**src/rtl/huffman_pkg.sv**
```systemverilog
// Shared Huffman codec definitions: table geometry, FSM state encoding and mask helper.
package huffman_pkg;

    localparam int SYM_NUM = 6;
    localparam int CODE_W  = 8;
    localparam int SYM_W   = 3;
    localparam int LEN_W   = 4;

    typedef enum logic [1:0] {
        IDLE,
        LOAD,
        RUN,
        ERR
    } state_t;

    // A usable mask is non-zero and of the form 2^k-1: adding one clears every set bit.
    function automatic logic mask_ok(input logic [CODE_W-1:0] m);
        logic [CODE_W-1:0] w_next;
        w_next = m + CODE_W'(1);
        return (m != '0) && ((w_next & m) == '0);
    endfunction

endpackage

```
**src/rtl/huffman_code_lut.sv**
```systemverilog
// Combinational match of the shifted-in code against the latched table; lowest index wins.
module huffman_code_lut
    import huffman_pkg::*;
(
    input  logic [CODE_W-1:0]              i_acc,
    input  logic [LEN_W-1:0]               i_len,
    input  logic [SYM_NUM-1:0][CODE_W-1:0] i_hc,
    input  logic [SYM_NUM-1:0][CODE_W-1:0] i_m,
    output logic                           o_hit,
    output logic [SYM_W-1:0]               o_idx
);

    logic [CODE_W-1:0] w_len_mask;

    always_comb begin
        w_len_mask = CODE_W'(((CODE_W + 1)'(1) << i_len) - (CODE_W + 1)'(1));
        o_hit      = 1'b0;
        o_idx      = '0;
        for (int unsigned n = 0; n < SYM_NUM; n++) begin
            if (!o_hit && (i_m[n] == w_len_mask) && ((i_acc & i_m[n]) == i_hc[n])) begin
                o_hit = 1'b1;
                o_idx = SYM_W'(n + 1);
            end
        end
    end

endmodule

```
**src/rtl/huffman_decoder.sv**
```systemverilog
// Serial prefix-code decoder with a loadable 6-entry table.
// Optional per-symbol saturating counters DCNT1..DCNT6 when HUFF_DEC_CNT_EN is defined.
module huffman_decoder
    import huffman_pkg::*;
(
    input  logic              clk,
    input  logic              reset,
    input  logic              code_valid,
    input  logic [CODE_W-1:0] HC1,
    input  logic [CODE_W-1:0] HC2,
    input  logic [CODE_W-1:0] HC3,
    input  logic [CODE_W-1:0] HC4,
    input  logic [CODE_W-1:0] HC5,
    input  logic [CODE_W-1:0] HC6,
    input  logic [CODE_W-1:0] M1,
    input  logic [CODE_W-1:0] M2,
    input  logic [CODE_W-1:0] M3,
    input  logic [CODE_W-1:0] M4,
    input  logic [CODE_W-1:0] M5,
    input  logic [CODE_W-1:0] M6,
    input  logic              bit_valid,
    input  logic              bit_in,
    output logic              bit_ready,
    output logic              sym_valid,
    output logic [SYM_W-1:0]  sym,
`ifdef HUFF_DEC_CNT_EN
    output logic [7:0]        DCNT1,
    output logic [7:0]        DCNT2,
    output logic [7:0]        DCNT3,
    output logic [7:0]        DCNT4,
    output logic [7:0]        DCNT5,
    output logic [7:0]        DCNT6,
`endif
    output logic              err
);

    state_t                         r_state;
    logic [SYM_NUM-1:0][CODE_W-1:0] r_hc;
    logic [SYM_NUM-1:0][CODE_W-1:0] r_m;
    logic [CODE_W-1:0]              r_acc;
    logic [LEN_W-1:0]               r_len;
    logic                           r_bit_ready;
    logic                           r_sym_valid;
    logic [SYM_W-1:0]               r_sym;
    logic                           r_err;

    logic [SYM_NUM-1:0][CODE_W-1:0] w_hc_in;
    logic [SYM_NUM-1:0][CODE_W-1:0] w_m_in;
    logic [CODE_W-1:0]              w_acc_n;
    logic [LEN_W-1:0]               w_len_n;
    logic                           w_hit;
    logic [SYM_W-1:0]               w_idx;
    logic                           w_table_ok;
    logic                           w_accept;

    assign w_hc_in  = {HC6, HC5, HC4, HC3, HC2, HC1};
    assign w_m_in   = {M6, M5, M4, M3, M2, M1};
    assign w_acc_n  = CODE_W'({r_acc, bit_in});
    assign w_len_n  = r_len + LEN_W'(1);
    assign w_accept = (r_state == RUN) && bit_valid && r_bit_ready;

    always_comb begin
        w_table_ok = 1'b1;
        for (int unsigned n = 0; n < SYM_NUM; n++) begin
            if (!mask_ok(w_m_in[n])) w_table_ok = 1'b0;
        end
    end

    huffman_code_lut u_lut (
        .i_acc (w_acc_n),
        .i_len (w_len_n),
        .i_hc  (r_hc),
        .i_m   (r_m),
        .o_hit (w_hit),
        .o_idx (w_idx)
    );

    always_ff @(posedge clk or posedge reset) begin
        if (reset) begin
            r_state     <= IDLE;
            r_hc        <= '0;
            r_m         <= '0;
            r_acc       <= '0;
            r_len       <= '0;
            r_bit_ready <= 1'b0;
            r_sym_valid <= 1'b0;
            r_sym       <= '0;
            r_err       <= 1'b0;
        end else begin
            r_sym_valid <= 1'b0;
            case (r_state)
                IDLE: if (code_valid) r_state <= LOAD;
                LOAD: begin
                    r_hc  <= w_hc_in;
                    r_m   <= w_m_in;
                    r_acc <= '0;
                    r_len <= '0;
                    if (w_table_ok) begin
                        r_state     <= RUN;
                        r_bit_ready <= 1'b1;
                    end else begin
                        r_state <= ERR;
                        r_err   <= 1'b1;
                    end
                end
                RUN: if (w_accept) begin
                    if (w_hit) begin
                        r_sym_valid <= 1'b1;
                        r_sym       <= w_idx;
                        r_acc       <= '0;
                        r_len       <= '0;
                    end else if (w_len_n == LEN_W'(CODE_W)) begin
                        r_state     <= ERR;
                        r_err       <= 1'b1;
                        r_bit_ready <= 1'b0;
                    end else begin
                        r_acc <= w_acc_n;
                        r_len <= w_len_n;
                    end
                end
                ERR:     r_bit_ready <= 1'b0;
                default: r_state <= IDLE;
            endcase
        end
    end

    assign bit_ready = r_bit_ready;
    assign sym_valid = r_sym_valid;
    assign sym       = r_sym;
    assign err       = r_err;

`ifdef HUFF_DEC_CNT_EN
    logic [SYM_NUM-1:0][7:0] r_cnt;

    always_ff @(posedge clk or posedge reset) begin
        if (reset) begin
            r_cnt <= '0;
        end else if (r_state == LOAD) begin
            r_cnt <= '0;
        end else if (w_accept && w_hit) begin
            for (int unsigned n = 0; n < SYM_NUM; n++) begin
                if ((w_idx == SYM_W'(n + 1)) && (r_cnt[n] != '1)) r_cnt[n] <= r_cnt[n] + 8'd1;
            end
        end
    end

    assign DCNT1 = r_cnt[0];
    assign DCNT2 = r_cnt[1];
    assign DCNT3 = r_cnt[2];
    assign DCNT4 = r_cnt[3];
    assign DCNT5 = r_cnt[4];
    assign DCNT6 = r_cnt[5];
`endif

endmodule

```
**config.mk**
```make
export PLATFORM = sky130hd
export DESIGN_NAME = huffman_decoder
export DESIGN_NICKNAME = d
export VERILOG_FILES = /design/src/rtl/huffman_pkg.sv /design/src/rtl/huffman_code_lut.sv /design/src/rtl/huffman_decoder.sv
export SDC_FILE = /design/constraint.sdc
export NUM_CORES = 1
export LEC_CHECK = 0
export CORE_MARGIN = 2
export CORE_UTILIZATION = 59
export DETAILED_ROUTE_END_ITERATION = 8
export GPL_TIMING_DRIVEN = 0
export PLACE_DENSITY = 0.86
export SETUP_SLACK_MARGIN = 0.4
export SLEW_MARGIN = 20
export SYNTH_ARGS = -nofsm -noshare
export SYNTH_HDL_FRONTEND = slang
export SYNTH_SLANG_ARGS = --single-unit
```
**constraint.sdc**
```tcl
create_clock -name clk -period 11.39 [get_ports clk]
set_input_delay 2.278 -clock clk [delete_from_list [all_inputs] [get_ports clk]]
set_output_delay 2.278 -clock clk [all_outputs]
set_load 0.03 [all_outputs]
```
==> results of run 1 <==
==> where the power goes <==
| part | switching (mW) | internal [mW] | total, mW | leakage, nW |
|---|---|---|---|---|
| Sequential | 0.182 | 0.584 | 0.766 | 1.36 |
| Clock | 0.193 | 0.406 | 0.599 | 0.315 |
| Combinational | 0.189 | 0.286 | 0.476 | 1.88 |
| Total | 0.564 | 1.28 | 1.84 | 3.56 |
==> metal layers <==
| layer | track usage (%) | vias to the layer above | part of all wire, % |
|---|---|---|---|
| met3 | 9.51 | 84 | 7.7 |
| met5 | 0 | - | 0 |
| met4 | 22.0 | 0 | 5.5 |
| met2 | 58.4 | 299 | 48 |
| met1 | 44.6 | 2976 | 39 |
| li1 | - | 2717 | - |
==> cells in the mapped netlist (10+ instances only) <==
| cell type | number |
|---|---|
| nand4_1 | 21 |
| nand3_1 | 21 |
| xnor2_1 | 30 |
| o2bb2ai_1 | 10 |
| nor2_1 | 20 |
| xor2_1 | 42 |
| dfrtp_1 | 115 |
| nand2_1 | 74 |
| o21ai_0 | 20 |
| mux2_2 | 93 |
| inv_1 | 34 |
| a21oi_1 | 18 |
| ha_1 | 11 |
| clkbuf_1 | 23 |
==> sequential cells by signal, summed over array words and instances (netlist names) <==
signal     cells
bit_ready      1
err            1
r_acc          7
r_hc          48
r_len          4
r_m           48
r_state        2
sym            3
sym_valid      1
==> area by class of cell <==
class	count	area share [%]
Inverter	34	1.48
Buffer	32	1.71
Tap cell	143	1.99
Clock buffer	24	5.36
Sequential cell	115	32.0
Timing Repair Buffer	106	12.0
Multi-Input combinational cell	501	43.5
Clock inverter	8	1.91
==> worst max-delay path, stage by stage (launching register included) <==
cell,delay (ns)
dfrtp_1,0.51
ha_1,0.35
and2_2,0.24
a211oi_1,0.58
nor2_1,0.24
nand2_1,0.12
ha_1,0.14
clkbuf_1,0.50
a21oi_1,0.13
o21a_1,0.22
a22oi_2,0.57
xnor2_1,0.18
or4_1,0.60
and3b_4,0.26
buf_6,0.14
and3_1,0.13
buf_2,0.18
o2bb2ai_1,0.14
==> logic make-up (layout without fill, tap and decap cells) <==
logic type	count (synthesis)	after routing
flops	115	115
buf+inv	66	204
fa+ha+maj	11	11
simple gates	199	199
mux	98	98
xor+xnor	79	79
compound gates	114	114
==> worst max-delay path by stage <==
stage	from	endpoint	slack, ns	depth (start not counted)
finish	r_len[0]$_DFFE_PP0P_	r_acc[3]$_DFFE_PP0P_	6.02	17
global route	r_len[0]$_DFFE_PP0P_	r_acc[2]$_DFFE_PP0P_	5.76	17
CTS	r_len[0]$_DFFE_PP0P_	r_acc[3]$_DFFE_PP0P_	6.14	17
detailed placement	bit_in	r_state[1]$_DFFE_PP0P_	6.16	11
global placement	reset	r_hc[45]$_DFFE_PP0P_	4.56	2
floorplan	reset	bit_ready$_DFFE_PP0P_	6.07	1
==> per-stage QoR <==
| stage | instances | total power, mW | util [%] | hold slack (ns) |
|---|---|---|---|---|
| global placement | 930 | 1.18 | 71.7 | 0.469 |
| CTS | 963 | 1.83 | 77.7 | 0.508 |
| floorplan | 682 | 1.06 | - | 0.489 |
| finish | 963 | 1.84 | 77.7 | 0.513 |
| detailed placement | 931 | 1.22 | 72.0 | 0.496 |
| global route | 963 | 1.91 | 77.7 | 0.538 |
==> impl_results.md, run 1 <==
- DP HPWL: about 16000 µm
- Slack of the worst reg-to-reg path: 6.02 ns
- Setup TNS: 0 ns
- First-pass GRT wire length: between 30000 and 40000 µm
- Syn nets: 794
- Synth unique cells: 76
- DIE HEIGHT: approximately 110 µm
- Gpl congestion: 0.931
- CP max FO: 10
- CTS resizes: 0
- CP startpoint kind: register
- Most common cell after layout, fill and taps aside: dfrtp_1
- Clk_skew: between 0.01 and 0.015 ns
- Most frequent cells in the layout: dfrtp_1, clkdlybuf4s50_1, mux2_2
- Vias per cell: 6.31
- Max_cap viols: 0
- Placed Area: between 8000 and 9000 µm²
- # fillers: between 700 and 800
- DRT antenna net count: 0
- Final setup violation count: 0
- Average wire per standard cell: 23.4 µm
- Seq/Total Area, Yosys: slightly above 40%
- Core area: about 12000 µm²
- Post-synthesis mux area share: approximately 16%
- Leakage: about 3.6 nW
- Worst-margin pin slew: ~1 ns
- Crit path time final: about 5.4 ns
- CTS tree: done
- Post-synth EDFFs: 0
- Clock Sinks: 115
- Clock latency at the later pin of the worst-skew pair: 0.43 ns
- Synth Flop Type: dfrtp_1
- Ports: around 110
- Highest clock rate: ~190 MHz
- Final Hold Viols: 0
- Worst setup margin: between 6 and 7 ns
- Worst min path class: reg -> reg
- CTS buffer count: 17
- Initial DRC Count: 595
- Worst reg-to-reg path cell count: 17
- Post-synth top area share: 40.7%
- Initial antenna violation count: 0
- Pre-antenna DRT Iters: 5
- Port Buf Inserts: approximately 110
- Root Driver: clkbuf_16
- Avg Inst Size Synth: 10.4 µm²
- Period utilisation layout: a little under half
- DRC: 0
- Yosys top cell by area: dfrtp_1
- Data arrival time of the critical path: 5.67 ns
- Area of the multi-input gates: between 3000 and 4000 µm²
- Finished Cell Area: about 9000 µm²
- Hold wc startpoint: sym[2]$_DFFE_PP0P_
- CP Data Required Time: ~12 ns
- Ant. Diodes: 0
- Hold-fix buffers, CTS: 0
- Kind of critical path: reg -> reg
- Hold path depth: 1
- Status: finished clean
- Layout net count: 919
- Die area: around 13000 µm²
- #FFs+latches synth: 115
- Worst Hold End: sym[2]$_DFFE_PP0P_
- Mapped Area: between 7000 and 8000 µm²
- Cells after synthesis: 682
- Max-slew headroom: between 30% and 40%
- Adder-Cell Fraction of Synth Area: 1.95%
- Ratio of cells with drive above 1 in the final layout: between 10% and 20%
- Compound-Gate Fraction of Synth Area: 12.1%
- GRT overflow: 0
- Via Count: 6076
- # H-tree levels: 4
- Syn-to-layout area delta: 27.1%
- Site Rows: 39
- Slew Viols, Final: 0
- Post-synthesis simple-gate area fraction: approximately 15%
- Fraction of registers with async set/reset: 100%
- Reg clk slew, reported paths: roughly 0.05 ns
- DIE WIDTH: roughly 110 µm
- Place WS: 6.16 ns
- RSZ-0062 raised after global routing: no
- Initial core utilization: roughly 61%
- Total track usage: 36.5%
- Worst flop-to-flop path endpoint: r_acc[3]$_DFFE_PP0P_
- Critical Path End Type: register
- Max VDD drop: 0.000164 V
- Worst R2R Start: r_len[0]$_DFFE_PP0P_
- Xor/xnor cell area share of the yosys netlist: between 10% and 20%
- Main combinational cell family by area after synthesis: multiplexers
- Power Density: around 200 nW/µm²
- CTS Buffer Depth: 2
- Post-CTS Repair Setup Buffers: 0
- Final WL: about 23000 µm
- Largest net degree at the start of global routing: 83
- Synth warn: 0
- Synth area leaders: dfrtp_1, mux2_2, xor2_1, nand2_1, xnor2_1
- Vias in the first global route: between 6000 and 7000
- Register area: around 2900 µm²
No activity file was read; power rests on OpenSTA's default activity.
==> run 2: changes to the inputs <==
Settings changed: CORE_UTILIZATION 59 to 55, PLACE_DENSITY 0.86 to 0.81.
Clock period 11.39 ns to 5 ns, I/O delays scaled along.
==> impl_results.md, run 2 (synthesis gave the netlist of run 1 again) <==
- Status: finished clean
- Max VDD drop: 0.000318 V (+93%)
- Pre-antenna DRT Iters: 5 (unchanged)
- Place WS: -0.396 ns (-6.56 ns)
- CP startpoint kind: register
- Critical Path End Type: register
- Vias per cell: 6.15 (-2.5%)
- Power Density: 447 nW/µm² (+120%)
- Worst-margin pin slew: 1.01 ns (-0.00427 ns)
- RSZ-0062 raised after global routing: no
- Fin util: 72.6% (-5.0 points)
- Final WL: 22100 µm (-2.0%)
- First-pass GRT wire length: 34700 µm (-1.4%)
- Leakage: 3.60 nW (+1.1%)
- # H-tree levels: 4 (unchanged)
- Data arrival time of the critical path: 4.74 ns (-0.93 ns)
- Kind of critical path: reg -> reg
- Ratio of cells with drive above 1 in the final layout: 21.0% (+2.7 points)
- Min Hold Slack: 0.495 ns (-0.0173 ns)
- Highest clock rate: 225 MHz (+21%)
- DRC: 0 (unchanged)
- Core area: 12600 µm² (+8.7%)
- Clock latency at the later pin of the worst-skew pair: 0.43 ns (about the same)
- DIE WIDTH: 117 µm (+3.4%)
- Initial DRC Count: 530 (-11%)
- Syn-to-layout area delta: 29.2%
- Period utilisation layout: 88.7% (+42 points)
- Reg clk slew, reported paths: 0.06 ns (about the same)
- Total power: 4.08 mW (+120%)
- Final Hold Viols: 0 (unchanged)
- Ports: 107 (unchanged)
- Initial antenna violation count: 0 (unchanged)
- Worst R2R Start: r_len[0]$_DFFE_PP0P_
- Slowest stage delay, CP: 0.46 ns (-0.14 ns)
- Hold wc startpoint: sym[2]$_DFFE_PP0P_
- Worst min path class: reg -> reg
- GRT overflow: 0 (unchanged)
- Most frequent cells in the layout: dfrtp_1, clkdlybuf4s50_1, mux2_2
- DIE HEIGHT: 117 µm (+3.4%)
- Layout net count: 929 (+1.1%)
- Clk_skew: 0.00537 ns (-0.00779 ns)
- Root Driver: clkbuf_16
- Ant. Diodes: 0 (unchanged)
- Site Rows: 41 (+5.1%)
- Max_cap viols: 0 (unchanged)
- Crit path time final: 4.44 ns (-0.935 ns)
- Worst setup margin: 0.563 ns (-5.46 ns)
- Port Buf Inserts: 105 (unchanged)
- Initial core utilization: 56.2% (-4.9 points)
- Largest net degree at the start of global routing: 68 (-18%)
- Slowest-stage cell, CP: dfrtp_2
- Via Count: 6156 (+1.3%)
- Clock Sinks: 115 (unchanged)
- CP Data Required Time: 5.31 ns (-6.37 ns)
- CP max FO: 10 (unchanged)
- Most common cell after layout, fill and taps aside: dfrtp_1
- Die area: 13800 µm² (+7.0%)
- Slew Viols, Final: 0 (unchanged)
- Worst Setup SP: r_len[0]$_DFFE_PP0P_
- DP HPWL: 15900 µm (-2.4%)
- CTS Buffer Depth: 2 (unchanged)
- Gpl congestion: 0.941 (+1.0%)
- Hold-fix buffers, CTS: 0 (unchanged)
- Final setup violation count: 0 (unchanged)
- Worst-path cell chain: ha_4 > and2_2 > a211o_1 > nand3_2 > ha_1 > clkbuf_4 > xnor2_1 > nor3_1 > nand4_1 > a2111oi_4 > o2111ai_2 > o2bb2a_1 > a22o_4 > buf_6 > a32oi_2 > mux2_1
- Max-slew headroom: 31.8% (-0.60 points)
- Average wire per standard cell: 22.1 µm (-5.8%)
- CTS buffer count: 17 (unchanged)
- CTS tree: done
- Total track usage: 33.0% (-3.4 points)
- DRT antenna net count: 0 (unchanged)
- Vias in the first global route: 6255 (-3.2%)
- Top Registers: r_hc: 48 flops, r_m: 48 flops, r_acc: 7 flops
run 2: cell count changes in the layout (fill, tap and decap cells not counted), sizes merged:
| cell | delta |
|---|---|
| buf | +9 |
| bufinv | -2 |
| clkinv | +2 |
| clkinvlp | +2 |
| clkbuf | -1 |
| inv | -1 |
run 2: through the flow:
| stage | cells | TNS [ns] | area (µm²) |
|---|---|---|---|
| after CTS | 998 | 0 | 9070 |
| after global placement | 959 | -74.22 | 8330 |
| after global routing | 1001 | 0 | 9130 |
| after detailed placement | 960 | -5.30 | 8370 |
| after floorplan | 682 | 0 | 7070 |
| final | 1001 | 0 | 9130 |
run 2: critical path: cells and delay by family (launching register included):
kind / cells / cell delay [ns]
AO/OA/AOI/OAI: 6 / 1.71
AND/OR/NAND/NOR: 4 / 0.81
multiplexers: 1 / 0.35
XOR/XNOR: 1 / 0.15
flip-flops: 1 / 0.46
buffers and inverters: 2 / 0.36
adder cells (fa/ha/maj): 2 / 0.45
run 2: final timing paths:
| path | end | slack, ns | cells after the start |
|---|---|---|---|
| max in group asynchronous | r_m[35]$_DFFE_PP0P_ | 3.32 | 3 |
| worst max-delay path | r_state[1]$_DFFE_PP0P_ | 0.56 | 16 |
| min in group asynchronous | r_hc[9]$_DFFE_PP0P_ | 0.99 | 2 |
| worst min-delay path | sym[2]$_DFFE_PP0P_ | 0.50 | 1 |
| worst min register to register | sym[2]$_DFFE_PP0P_ | 0.50 | 1 |
| worst max register to register | r_state[1]$_DFFE_PP0P_ | 0.56 | 16 |
run 2: report_power, final:
part	leakage, nW	internal, mW	switching (mW)
logic	1.94	0.653	0.425
registers	1.36	1.33	0.402
clock network	0.294	0.830	0.444
run 2: cell type report:
cell class	count	area (µm²)
multi-input combinational	501	3980
fill	870	3440
sequential	115	2880
timing repair buffer	116	1150
clock buffer	22	484
tap	172	215
buffer	32	159
inverter	34	133
clock inverter	9	128
run 2: layer usage:
metal | part of all wire [%] | global-route usage [%] | routed length, µm | vias up
met3 | 7.2 | 7.59 | 1590 | 73
met4 | 5.4 | 18.6 | 1190 | 0
met2 | 48 | 53.5 | 10600 | 310
met1 | 40 | 40.7 | 8730 | 3036
met5 | 0 | 0 | 0 | -
li1 | - | - | - | 2737
run 2: repair_timing:
item | CTS | global route
resized for setup | 13 | 6
cloned | 0 | 0
endpoints found under the setup margin | 19 | 13
setup buffers | 7 | 3
pin swaps | 5 | 1
